==> config.mk <==
export PLATFORM = sky130hd
export DESIGN_NAME = delay_prog
export DESIGN_NICKNAME = d
export VERILOG_FILES = /design/src/rtl/delay_prog.sv
export SDC_FILE = /design/constraint.sdc
export NUM_CORES = 1
export LEC_CHECK = 0
export BUFFER_PORTS_ARGS = -buffer_cell sky130_fd_sc_hd__buf_4
export CORE_MARGIN = 2
export CORE_UTILIZATION = 30
export CTS_BUF_LIST = sky130_fd_sc_hd__clkbuf_4
export CTS_CLUSTER_DIAMETER = 80
export DETAILED_ROUTE_END_ITERATION = 6
export PLACE_DENSITY_LB_ADDON = 0.1
export SYNTH_ARGS = -nofsm -noshare
export SYNTH_HDL_FRONTEND = slang
export SYNTH_SLANG_ARGS = --single-unit
==> constraint.sdc <==
create_clock -name clk -period 5.68 [get_ports clk]
set_input_delay 0 -clock clk [delete_from_list [all_inputs] [get_ports clk]]
set_output_delay 0 -clock clk [all_outputs]
set_load 0.02 [all_outputs]
==> src/rtl/delay_prog.sv <==
// Runtime-programmable, valid-tagged multi-channel delay line with stall support.
// A delay change flushes stored valids, and busy covers the settle window that follows.
module delay_prog #(
    parameter int W     = 8,
    parameter int CH    = 1,
    parameter int MAX_N = 16,
    parameter int AW    = $clog2(MAX_N + 1)
) (
    input  logic            clk,
    input  logic            rst,
    input  logic            en,
    input  logic [CH*W-1:0] din,
    input  logic            din_vld,
    input  logic [AW-1:0]   dly,
    output logic [CH*W-1:0] dout,
    output logic            dout_vld,
    output logic            busy
);
    localparam int DW = CH * W;
    localparam int PW = (MAX_N > 1) ? $clog2(MAX_N) : 1;
    localparam int SW = AW + 1;

    typedef enum logic {RUN, SETTLE} state_e;

    logic [DW-1:0]    data_q [MAX_N];
    logic [MAX_N-1:0] vld_q;
    logic [PW-1:0]    wp_q;
    logic [PW-1:0]    wp_d;
    logic [PW-1:0]    rp;
    logic [SW-1:0]    rp_ext;
    logic [AW-1:0]    dly_q;
    logic [AW-1:0]    dly_eff;
    logic [AW-1:0]    cnt_q;
    logic             chg;
    state_e           state_q;
    logic             busy_q;

    always_comb begin
        dly_eff = (dly > AW'(MAX_N)) ? AW'(MAX_N) : dly;
        chg     = (dly_eff != dly_q);
        wp_d    = (wp_q == PW'(MAX_N - 1)) ? '0 : wp_q + 1'b1;
        // One extra bit so that wp + MAX_N cannot overflow before the subtraction.
        if (SW'(wp_q) >= SW'(dly_q)) begin
            rp_ext = SW'(wp_q) - SW'(dly_q);
        end else begin
            rp_ext = SW'(wp_q) + SW'(MAX_N) - SW'(dly_q);
        end
        rp = PW'(rp_ext);
    end

    // NOTE: the storage array is reset on purpose, because entries must read back as zero right after reset.
    always_ff @(posedge clk or posedge rst) begin
        if (rst) begin
            for (int i = 0; i < MAX_N; i++) data_q[i] <= '0;
            vld_q   <= '0;
            wp_q    <= '0;
            dly_q   <= AW'(MAX_N);
            cnt_q   <= '0;
            state_q <= RUN;
            busy_q  <= 1'b0;
        end else begin
            if (chg) begin
                vld_q   <= '0;
                dly_q   <= dly_eff;
                cnt_q   <= dly_eff;
                state_q <= (dly_eff != '0) ? SETTLE : RUN;
                busy_q  <= (dly_eff != '0);
            end else if (en && state_q == SETTLE) begin
                cnt_q <= cnt_q - 1'b1;
                if (cnt_q == AW'(1)) begin
                    state_q <= RUN;
                    busy_q  <= 1'b0;
                end
            end
            // NOTE: this later non-blocking write to vld_q[wp_q] overrides the flush above for the entry being written.
            if (en) begin
                data_q[wp_q] <= din;
                vld_q[wp_q]  <= din_vld;
                wp_q         <= wp_d;
            end
        end
    end

    always_comb begin
        if (dly_q == '0) begin
            dout     = din;
            dout_vld = din_vld;
        end else begin
            dout     = data_q[rp];
            dout_vld = vld_q[rp];
        end
    end

    assign busy = busy_q;

endmodule
# Word level (Yosys, flattened, before mapping)
# Index checks and enable logic that the tools add are counted.
# totals
regBits	160
output_inout_bits	10
wordCells	73
# classes
n_addsub	5
order_cmp	8
n_eq_ne	3
n_mux	25
n_bitwise	2
reduce_logical	8
# op_table
cell	n
$bwmux 128	1
$bmux 8 s4	1
$demux 8 s4	1
$mux 16	2
$mux 8	4
$bwmux 16	1
$mux 5	3
$ge 5x5->1 const B	2
$lt 4x5->1 const B	2
$not 4->5	2
$add 4x1->4 const B	2
$mux 1	8
$mux 4	2
$sub 4x4->4	2
$eq 5x1->1 const B	1
$ge 4x5->1	1
$gt 5x5->1 const B	1
$logic_not 5->1	1
$lt 5x1->1 const B	1
$ne 5x5->1	1
$reduce_bool 5->1	1
$sub 5x1->5 const B	1
$bmux 1 s4	1
$demux 1 s4	1
5 further kinds	8

# Logic depth before layout (Yosys ltp)
# logic_depth
word_depth	8
ltp_mapped	11
mapped_depth_nobuf	9

# Worst setup path before layout
# OpenSTA, ideal clock, no wires.
# synth_path
path_kind	reg2out
startpoint	reg wp_q[0]
endpoint	out dout[5]
arrival_time_ns	2.448
path_slack_ns	3.232
stages_incl_launch_ff	11
path_cell_list	dfrtp_1 -> inv_1 -> ha_1 -> inv_1 -> fa_1 -> buf_4 -> clkbuf_1 -> mux4_2 -> nand2_1 -> a21oi_1 -> a211o_1
# synth_between
elab_chain_cells	8
# synth_lines
element	line	source
start: declaration	27	logic [PW-1:0] wp_q;
start signal: assignment	79	wp_q <= wp_d;
$add 4x1->4	46	rp_ext = SW'(wp_q) + SW'(MAX_N) - SW'(dly_q);
$sub 4x4->4	46	
$mux 4 *	43	if (SW'(wp_q) >= SW'(dly_q)) begin
$not 4->5 (implied by the code) *	89	dout = data_q[rp];
$bmux 8 s4 *	89	
$mux 8 (implied by the code) * (2 in series)	89	
$mux 8 *	85	if (dly_q == '0) begin
end: declaration	15	output logic [CH*W-1:0] dout,
# Mark *: on every way between the ends. The rest lies on a longest branch, timed or not. The select of a mux whose other input is x is not followed.

# Final worst setup path
# layout_path
startpoint	reg wp_q[0]
endpoint	out dout_vld
# layout_between
elab_chain_cells	6
# layout_lines
element	line	source
$add 4x1->4	46	
$sub 4x4->4	46	
$mux 4 *	43	
$bmux 1 s4 *	90	dout_vld = vld_q[rp];
$mux 1 (implied by the code) *	90	
$mux 1 *	85	
end: declaration	16	output logic dout_vld,
# Marked as above.

==> results.ini <==
[outcome]
status=finished clean

[floorplanning]
die-area_sq_mm=0.02678
num_rows=58
start_util_pct=30.45
fp.dieW_um=163.6
ios=27
core-area_sq_mm=0.02511
die_h_um=163.6

[critical_path]
worstPathRequired_ns=5.68
crit_slowest_cell=fa_2
worstPathMaxFanout=23
arrival_ns=3.98
critPathKind=reg2out
start_kind=flop
slowest_delay_ns=1.04
endpoint_kind=output pin
cp_cell_sequence=inv_1, ha_2, inv_1, fa_2, buf_4, mux4_2, nand2_1, a21oi_1, a211o_1, buf_4

[sta]
grt_setup_unrepaired=no
maxSlewViolCount=0
period_minus_slack_ns=3.980
max_freq_mhz=251.3
relSlewSlack_pct=22.29
worst_pin_slew_ns=1.165
finalHoldViolCount=0
finalCritPeriodShare_pct=70.07
setup-tns-final_ns=0
setup_viol=0
clock_skew_ns=0.02259

[logic_synthesis]
netlist_instances=552
synth_compound_area_share_pct=4.239
synthSimpleGateAreaFrac_pct=7.136
synth_area_sq_mm=0.007645
syn_avg_cell_area_sq_um=13.85
synth_top_family_by_area=multiplexers
synth_xor_xnor_area_share_pct=1.260
synth.net_count=579
yosysTopAreaCellShare_pct=51.72
synthMuxAreaShare_pct=30.82
ys_async_sr_fraction_pct=100.0
ys_ff_latch=159
yosysTopAreaCell=dfrtp_1
synth_fa_ha_area_share_pct=1.735
synth-edff-count=0
yosysUniqueCellTypes=44
netlist_top_cells_area=dfrtp_1 52%, mux2_2 20%, mux4_2 7.7%, mux4_1 3.4%, nand2_1 2.6%
synth_flop_cell=dfrtp_1
ys_seq_area_share_pct=52.06
yosysWarnings=0

[pwr]
p_switching_uw=1517
p_clk_share_pct=16.5
sw_frac_of_total_pct=34.91
ir_drop_mv=0.1869
seqPwrFrac_pct=41.7
combPwrFrac_pct=41.8
intPower_uw=2829
power_density_mw_per_mm2=505.9
leakage_uw=0.003762

[clock_network]
root_buffer=clkbuf_4
cts_buffers=17
cts_tree=done
htreeDepth=4
cts.clk_slew.worst_paths_ns=0.14
cts.path.max_buffers=2
cts.sinks=159
clk_latency_ns=0.55
cts_resized=0

[final_layout]
finalInstanceArea_sq_mm=0.008591
area_growth_pct=12.37
ff_latch_area_sq_mm=0.003980
drive_gt1_share_pct=39.73
final_util_pct=34.21
nFillCells=2498
fin_nets=613
multi_input_area_sq_mm=0.003467

[global_route]
grt_max_degree=99
grt.total_usage_pct=15.19
antenna_found_initial=1
busiest_layer=met2
met1_usage_pct=21.40
grt_pass1_wl_um=29920
met2_usage_pct=24.16
grt.overflow.total=0
grt_pass1_vias=4819
met3_usage_pct=2.641

[detailed_routing]
first_iter_violations=287
viasPerCell=4.955
ant_nets=0
num_vias=4613
drtPass1Iterations=4
wl_um=18780
wl_per_cell_um=20.17
drc_errors=0

[placed_design]
post_dp_cell_area_sq_mm=0.008132
port_buffers=26
hpwlAfterDp_um=12020
routabilityCongestion=0.7738

[worst_hold_path]
min-delay-path-class=in2reg

[flow_run]
maxCapViolations=0

cells in the mapped netlist, drive strengths merged (4+ instances only):
cell type	instances
dfrtp	158
o22ai	16
clkbuf	16
inv	9
nor2	15
a21oi	14
xor2	6
ha	9
nand2	60
o21ai	9
mux2	133
nand3	6
xnor2	5
and2	7
a211o	6
buf	16
mux4	36
nor2b	4
nand2b	4
cell type report:
| cell class | count | share of cell area (%) |
|---|---|---|
| antenna | 2 | 0.05826 |
| clock buffer | 17 | 1.486 |
| clock inverter | 15 | 1.937 |
| inverter | 9 | 0.4515 |
| multi-input combinational | 352 | 40.36 |
| sequential | 159 | 46.33 |
| tap | 330 | 4.806 |
| timing repair buffer | 47 | 4.573 |
registers in the layout (all words and copies together), names as in the netlist:
register and cells:
data_q 128, vld_q 16, cnt_q 5, dly_q 5, wp_q 4, state_q 1
path summary, 6_finish.rpt:
| kind | slack [ns] | to | from | depth (start not counted) |
|---|---|---|---|---|
| min in group asynchronous | 0.17 | data_q[0]$_DFFE_PP0P_ | rst | 3 |
| max in group asynchronous | 4.08 | data_q[21]$_DFFE_PP0P_ | rst | 4 |
| setup / recovery | 1.70 | dout_vld | wp_q[0]$_DFFE_PP0P_ | 10 |
| hold / removal | 0.16 | dly_q[4]$_DFFE_PP1P_ | dly[4] | 2 |
| hold reg to reg | 0.51 | data_q[95]$_DFFE_PP0P_ | data_q[95]$_DFFE_PP0P_ | 1 |
| setup reg to reg | 3.49 | cnt_q[1]$_DFFE_PP0P_ | dly_q[3]$_DFFE_PP0P_ | 4 |
cell families (layout without fill, tap and decap cells):
family          Yosys count  after routing
simple gates            109            109
fa+ha+maj                10             10
other cells               0              2
flops                   159            159
compound gates           52             52
xor+xnor                 11             11
mux                     170            170
buf+inv                  41             88
routing by layer:
metal / up-vias / share of wire, %
met5: - / 0
met4: 0 / 1.1
met3: 14 / 4.0
met2: 77 / 48
met1: 2434 / 47
li1: 2088 / -
per-stage QoR:
stage               power, uW  setup WS, ns  instances  hold WS, ns
floorplan                3114         1.390        552       0.1168
global placement         3630         2.309        881       0.1732
detailed placement       3681         2.271        881       0.1743
CTS                      4422         1.607        929       0.1019
global route             4661         1.523        931       0.1019
finish                   4346         1.700        931       0.1608
power by group through the flow:
stage	sequential (uW)	combinational (uW)	clock, uW
after floorplan	1750	1370	0
after global placement	1820	1810	0
after detailed placement	1840	1840	0
after CTS	1810	1860	753
after global routing	1870	1980	807
final	1810	1820	716
critical path: cells and delay by family (launching register included):
kind            cells  cell delay (ns)
buf+inv             4             0.77
flops               1             0.45
compound gates      2             0.37
simple gates        1             0.08
mux                 1             0.53
fa+ha+maj           2             1.23
layout by cell type, fill, tap and decap left out, types with 7 or more instances in the layout:
| cell | count |
|---|---|
| o21ai_0 | 8 |
| a21oi_1 | 14 |
| nand2_1 | 52 |
| inv_1 | 8 |
| dlygate4sd3_1 | 16 |
| nor2_1 | 15 |
| mux2_2 | 133 |
| o22ai_1 | 16 |
| ha_1 | 8 |
| and2_1 | 7 |
| mux4_1 | 10 |
| nand2_2 | 8 |
| dfrtp_1 | 158 |
| clkbuf_4 | 17 |
| mux4_2 | 26 |
| buf_4 | 31 |
repair_timing:
action / CTS / global route
hold buffers: 16 / 0
setup buffers: 0 / 0
hold endpoints to repair: 253 / 0
Note: power is estimated with default switching activity, not from simulation.
